$ cat config.mk
export PLATFORM = sky130hd
export DESIGN_NAME = hazard_ctrl
export DESIGN_NICKNAME = d
export VERILOG_FILES = /design/src/rtl/hazard_ctrl.sv
export SDC_FILE = /design/constraint.sdc
export NUM_CORES = 1
export LEC_CHECK = 0
export CAP_MARGIN = 0
export CORE_MARGIN = 1
export CORE_UTILIZATION = 40
export CTS_CLUSTER_SIZE = 28
export DETAILED_ROUTE_END_ITERATION = 10
export HOLD_SLACK_MARGIN = 0.03
export PLACE_DENSITY = 0.74
export SYNTH_ARGS = -nofsm -noshare
export SYNTH_HDL_FRONTEND = slang
export SYNTH_SLANG_ARGS = --single-unit
export TNS_END_PERCENT = 50
$ cat constraint.sdc
create_clock -name clk -period 2.8 [get_ports clk]
set_clock_uncertainty 0.15 [all_clocks]
set_input_delay 0.56 -clock clk [delete_from_list [all_inputs] [get_ports clk]]
set_output_delay 0.56 -clock clk [all_outputs]
set_load 0.005 [all_outputs]
$ cat src/rtl/hazard_ctrl.sv
// Pipeline stall/forward scheduler with an E/M/W writer scoreboard and mult/div busy counter.
// Optional feature: define HAZ_FORWARD_EN for Tnew-aware stalling and operand forwarding.
module hazard_ctrl #(
  parameter int MULT_LAT = 5,
  parameter int DIV_LAT  = 10
) (
  input  logic       clk,
  input  logic       reset,
  input  logic [4:0] d_rs,
  input  logic [4:0] d_rt,
  input  logic [1:0] d_tuse_rs,
  input  logic [1:0] d_tuse_rt,
  input  logic [4:0] d_wa,
  input  logic [1:0] d_tnew,
  input  logic       d_md_start,
  input  logic       d_md_div,
  input  logic       d_md_use,
  output logic       stall,
  output logic       e_flush,
  output logic [1:0] fwd_d_rs,
  output logic [1:0] fwd_d_rt,
  output logic [1:0] fwd_e_rs,
  output logic [1:0] fwd_e_rt,
  output logic       md_busy
);

  localparam int MAX_LAT = (DIV_LAT > MULT_LAT) ? DIV_LAT : MULT_LAT;
  localparam int CNT_W   = $clog2(MAX_LAT + 1);

  logic [4:0]       e_rs_q, e_rt_q, e_wa_q, m_wa_q, w_wa_q;
  logic [4:0]       e_rs_d, e_rt_d, e_wa_d, m_wa_d, w_wa_d;
  logic [1:0]       e_tnew_q, m_tnew_q, e_tnew_d, m_tnew_d;
  logic             e_md_q, e_div_q, e_md_d, e_div_d;
  logic [CNT_W-1:0] md_cnt_q, md_cnt_d;

  logic hit_e_rs, hit_e_rt, hit_m_rs, hit_m_rt;
  logic rs_stall, rt_stall, md_stall;

  // A D-stage source hits a stage only if it is really read and is not $0.
  function automatic logic src_hit(input logic [4:0] addr, input logic [1:0] tuse,
                                   input logic [4:0] wa);
    return (addr != 5'd0) && (tuse != 2'd3) && (addr == wa);
  endfunction

  always_comb begin
    hit_e_rs = src_hit(d_rs, d_tuse_rs, e_wa_q);
    hit_e_rt = src_hit(d_rt, d_tuse_rt, e_wa_q);
    hit_m_rs = src_hit(d_rs, d_tuse_rs, m_wa_q);
    hit_m_rt = src_hit(d_rt, d_tuse_rt, m_wa_q);
  end

`ifdef HAZ_FORWARD_EN
  // Stall only when the producer cannot deliver before the consumer needs it.
  assign rs_stall = (hit_e_rs && (e_tnew_q > d_tuse_rs)) || (hit_m_rs && (m_tnew_q > d_tuse_rs));
  assign rt_stall = (hit_e_rt && (e_tnew_q > d_tuse_rt)) || (hit_m_rt && (m_tnew_q > d_tuse_rt));

  always_comb begin
    fwd_d_rs = 2'd0;
    fwd_d_rt = 2'd0;
    fwd_e_rs = 2'd0;
    fwd_e_rt = 2'd0;
    if (hit_e_rs && (e_tnew_q == 2'd0))      fwd_d_rs = 2'd1;
    else if (hit_m_rs && (m_tnew_q == 2'd0)) fwd_d_rs = 2'd2;
    if (hit_e_rt && (e_tnew_q == 2'd0))      fwd_d_rt = 2'd1;
    else if (hit_m_rt && (m_tnew_q == 2'd0)) fwd_d_rt = 2'd2;
    if ((e_rs_q == m_wa_q) && (m_wa_q != 5'd0) && (m_tnew_q == 2'd0)) fwd_e_rs = 2'd1;
    else if ((e_rs_q == w_wa_q) && (w_wa_q != 5'd0))                   fwd_e_rs = 2'd2;
    if ((e_rt_q == m_wa_q) && (m_wa_q != 5'd0) && (m_tnew_q == 2'd0)) fwd_e_rt = 2'd1;
    else if ((e_rt_q == w_wa_q) && (w_wa_q != 5'd0))                   fwd_e_rt = 2'd2;
  end
`else
  // Without bypass paths, any in-flight E/M writer of a source must drain first.
  assign rs_stall = hit_e_rs || hit_m_rs;
  assign rt_stall = hit_e_rt || hit_m_rt;
  assign fwd_d_rs = 2'd0;
  assign fwd_d_rt = 2'd0;
  assign fwd_e_rs = 2'd0;
  assign fwd_e_rt = 2'd0;

  logic unused_fwd_state;
  assign unused_fwd_state = ^{e_rs_q, e_rt_q, w_wa_q, m_tnew_q};
`endif

  assign md_stall = d_md_use && (e_md_q || (md_cnt_q != '0));
  assign stall    = rs_stall || rt_stall || md_stall;
  assign e_flush  = stall;
  assign md_busy  = (md_cnt_q != '0);

  always_comb begin
    e_rs_d   = d_rs;
    e_rt_d   = d_rt;
    e_wa_d   = d_wa;
    e_tnew_d = d_tnew;
    e_md_d   = d_md_start;
    e_div_d  = d_md_div;
    if (stall) begin
      e_rs_d   = 5'd0;
      e_rt_d   = 5'd0;
      e_wa_d   = 5'd0;
      e_tnew_d = 2'd0;
      e_md_d   = 1'b0;
      e_div_d  = 1'b0;
    end
    m_wa_d   = e_wa_q;
    m_tnew_d = (e_tnew_q == 2'd0) ? 2'd0 : e_tnew_q - 2'd1;
    w_wa_d   = m_wa_q;
    // A mult/div leaving E reloads the counter even if it is still running.
    md_cnt_d = md_cnt_q;
    if (e_md_q)                md_cnt_d = e_div_q ? CNT_W'(DIV_LAT) : CNT_W'(MULT_LAT);
    else if (md_cnt_q != '0)   md_cnt_d = md_cnt_q - 1'b1;
  end

  always_ff @(posedge clk) begin
    if (reset) begin
      e_rs_q   <= 5'd0;
      e_rt_q   <= 5'd0;
      e_wa_q   <= 5'd0;
      e_tnew_q <= 2'd0;
      e_md_q   <= 1'b0;
      e_div_q  <= 1'b0;
      m_wa_q   <= 5'd0;
      m_tnew_q <= 2'd0;
      w_wa_q   <= 5'd0;
      md_cnt_q <= '0;
    end else begin
      e_rs_q   <= e_rs_d;
      e_rt_q   <= e_rt_d;
      e_wa_q   <= e_wa_d;
      e_tnew_q <= e_tnew_d;
      e_md_q   <= e_md_d;
      e_div_q  <= e_div_d;
      m_wa_q   <= m_wa_d;
      m_tnew_q <= m_tnew_d;
      w_wa_q   <= w_wa_d;
      md_cnt_q <= md_cnt_d;
    end
  end

endmodule

==> qor.yml <==
worst_setup_path:
  cp_common_cell: "dlygate4sd2_1"
  worstPathMaxFanout: 4
  cp.required_ps: 2090
  cp-start-kind: "input pin"
  cp_cell_sequence: "dlygate4sd2_1 > or4_4 > o21ai_4 > o221ai_4 > dlygate4sd2_1"
  cp-end-kind: "output pin"
  r2r_setup_slack_ps: 810
  worstSetupPathType: "input pin to output pin"
  worst_path_max_delay_cell: "or4_4"
  arrival_ps: 2030
  critPathMaxStageDelay_ps: 560
clocking:
  ctsHoldBuffers: 0
  cts_max_level: 1
  clk_pin_slew_worst_paths_ps: 90
  cts_buffers: 3
  clk_latency_ps: 270
  clock_sinks: 16
  clk_path_buf_depth: 2
  clockRootBuffer: "clkbuf_4"
  tritoncts: "yes"
floorplanning:
  die-area_sq_mm: 0.00264
  die_w_um: 51.4
  ios: 37
  initial_core_util_pct: 43.3
  die_h_um: 51.4
  core_area_sq_mm: 0.00225
  std_cell_rows: 17
route:
  via_per_inst: 4.74
  vias: 753
  route.detailed.drc: 0
  drt-total-wl_um: 1960
  antenna_left: 0
  dr.pass1.iters: 4
  drtIter0Drc: 4
  wl_per_cell_um: 12.3
  route.top_layer_used: "met4"
  wl_met2_um: 1030
  met1Wirelength_um: 801
  wl_met3_um: 117
place:
  dp_hpwl_um: 1530
  place.gp.congestion: 0.791
  dp_cells: 155
  dpl_cell_area_sq_mm: 0.00127
  io_buffers: 26
synth:
  synth.most_common_cell: "xor2_1"
  synth_top_area_share_pct: 32.8
  synth_edf_count: 0
  syn_area_sq_um: 976
  synth.distinct_cells: 25
  netlist_instances: 99
  synth-seq-area-share_pct: 32.8
  synth_area_leader_cell: "dfxtp_1"
  yosys_most_used_dff: "dfxtp_1"
  yosysWarningCount: 0
  ys_ff_latch: 16
  synth.top_cells.by_count: "xor2_1 (22), dfxtp_1 (16), buf_4 (9)"
  avgSynthCellArea_sq_um: 9.86
  yosys-top-cells-area: "dfxtp_1 (33%), xor2_1 (20%), nor3b_2 (9.0%)"
  synthArstFlopShare_pct: 0
sta:
  period_share_pct: 97.9
  grt_setup_unrepaired: "false"
  fmax_ghz: 0.365
  finalHoldViolCount: 0
  drv_slew: 0
  layout_min_cycle_time_ps: 2740
  relSlewSlack_pct: 52.2
  setup_viol_count_final: 0
  tightestPinTransition_ps: 715
final_layout:
  synthToLayoutAreaGrowth_pct: 35.8
  fin_area_sq_mm: 0.00133
  finish.net_count: 160
  drive_above_1_share_pct: 21.4
  fin_cells: 159
  diodes: 0
global_routing:
  grt_pass1_vias: 698
  grt_pass1_wl_um: 3040
  grt_overflow_total: 0
  grt_usage_pct: 15.9
  grt_max_degree: 17
  grt_antenna_before_repair: 0
power:
  powerDensity_mw_per_mm2: 623
  vdd_drop_max_mv: 0.469
  leakage_nw: 0.591
min_path:
  hold_class: "register to register"
job:
  cap_violations: 0
status:
  status: "completed"
[stage by stage]
step                      hold slack, ps  worst slack [ps]  TNS (ps)  util, %  power [W]
after global placement               342              -314      -627     56.2   0.000677
after floorplan                      325               471         0        -   0.000568
after detailed placement             348              -307      -609     56.2   0.000690
after CTS                            363              17.1         0     57.8   0.000827
final                                362              59.5         0     58.8   0.000826
after global routing                 376              7.86         0     58.8   0.000880
[sequential cells by signal, indices dropped and copies added (netlist names)]
register and cells:
m_wa_q 5, e_md_q 1, e_div_q 1, md_cnt_q 4, e_wa_q 5
[metal layers]
| metal | vias to the layer above | global-route usage [%] |
|---|---|---|
| li1 | 373 | - |
| met1 | 348 | 17.6 |
| met5 | - | 0 |
| met4 | 0 | 4.05 |
| met2 | 30 | 30.1 |
| met3 | 2 | 3.27 |
[power by group]
group / switching (W) / leakage, nW / internal [W]
registers: 0.0000409 / 0.132 / 0.000271
logic: 0.000173 / 0.438 / 0.000194
clock network: 0.0000681 / 0.0210 / 0.0000790
total: 0.000282 / 0.591 / 0.000544
[worst max-delay path, delay by kind of cell]
family,cells,cell delay (ps)
buffers and inverters,2,560
AND/OR/NAND/NOR,1,560
AO/OA/AOI/OAI,2,350
[timing repair]
| item | in CTS | in global routing |
|---|---|---|
| hold endpoints to repair | 0 | 0 |
| gates resized for setup | 12 | 5 |
| endpoints found under the setup margin | 2 | 2 |
| pin swaps | 4 | 2 |
| buffers inserted | 0 | 0 |
| gates cloned | 0 | 0 |
[cells in the final DEF (no fill, tap or decap), drive strengths merged, types with 3 or more instances in the layout]
| master | n |
|---|---|
| a22oi | 3 |
| buf | 6 |
| clkbuf | 4 |
| clkdlybuf4s50 | 14 |
| conb | 8 |
| dfxtp | 16 |
| dlygate4sd2 | 10 |
| nand2 | 3 |
| nor2 | 8 |
| nor2b | 6 |
| nor3 | 5 |
| nor3b | 7 |
| o21ai | 3 |
| xor2 | 22 |
[kinds of logic (layout without fill, tap and decap cells)]
kind of cell               Yosys count  count (layout)  synth area share [%]
other                                1               8                 0.384
and+or+nand+nor                     33              33                  23.1
DFF                                 16              16                  32.8
AOI/OAI and AO/OA                   11              11                  12.1
adders and majority gates            2               2                  2.56
xor gates and xnor gates            23              23                  20.6
buffers and inverters               13              38                  8.46
[final timing paths]
check | startpoint | to | cells after the start
worst min register to register | e_wa_q[3] | m_wa_q[3] | 1
worst max-delay path | d_rs[1] | e_flush | 5
worst min-delay path | e_wa_q[3] | m_wa_q[3] | 1
worst max register to register | md_cnt_q[0] | e_wa_q[1] | 7
[area by class of cell]
type	count	area (sq um)
Multi-Input combinational cell	77	628
Clock buffer	4	36.3
Fill cell	209	930
Inverter	2	7.51
Sequential cell	16	320
Tap cell	28	35.0
Timing Repair Buffer	32	298
(Power assumes the default switching activity.)
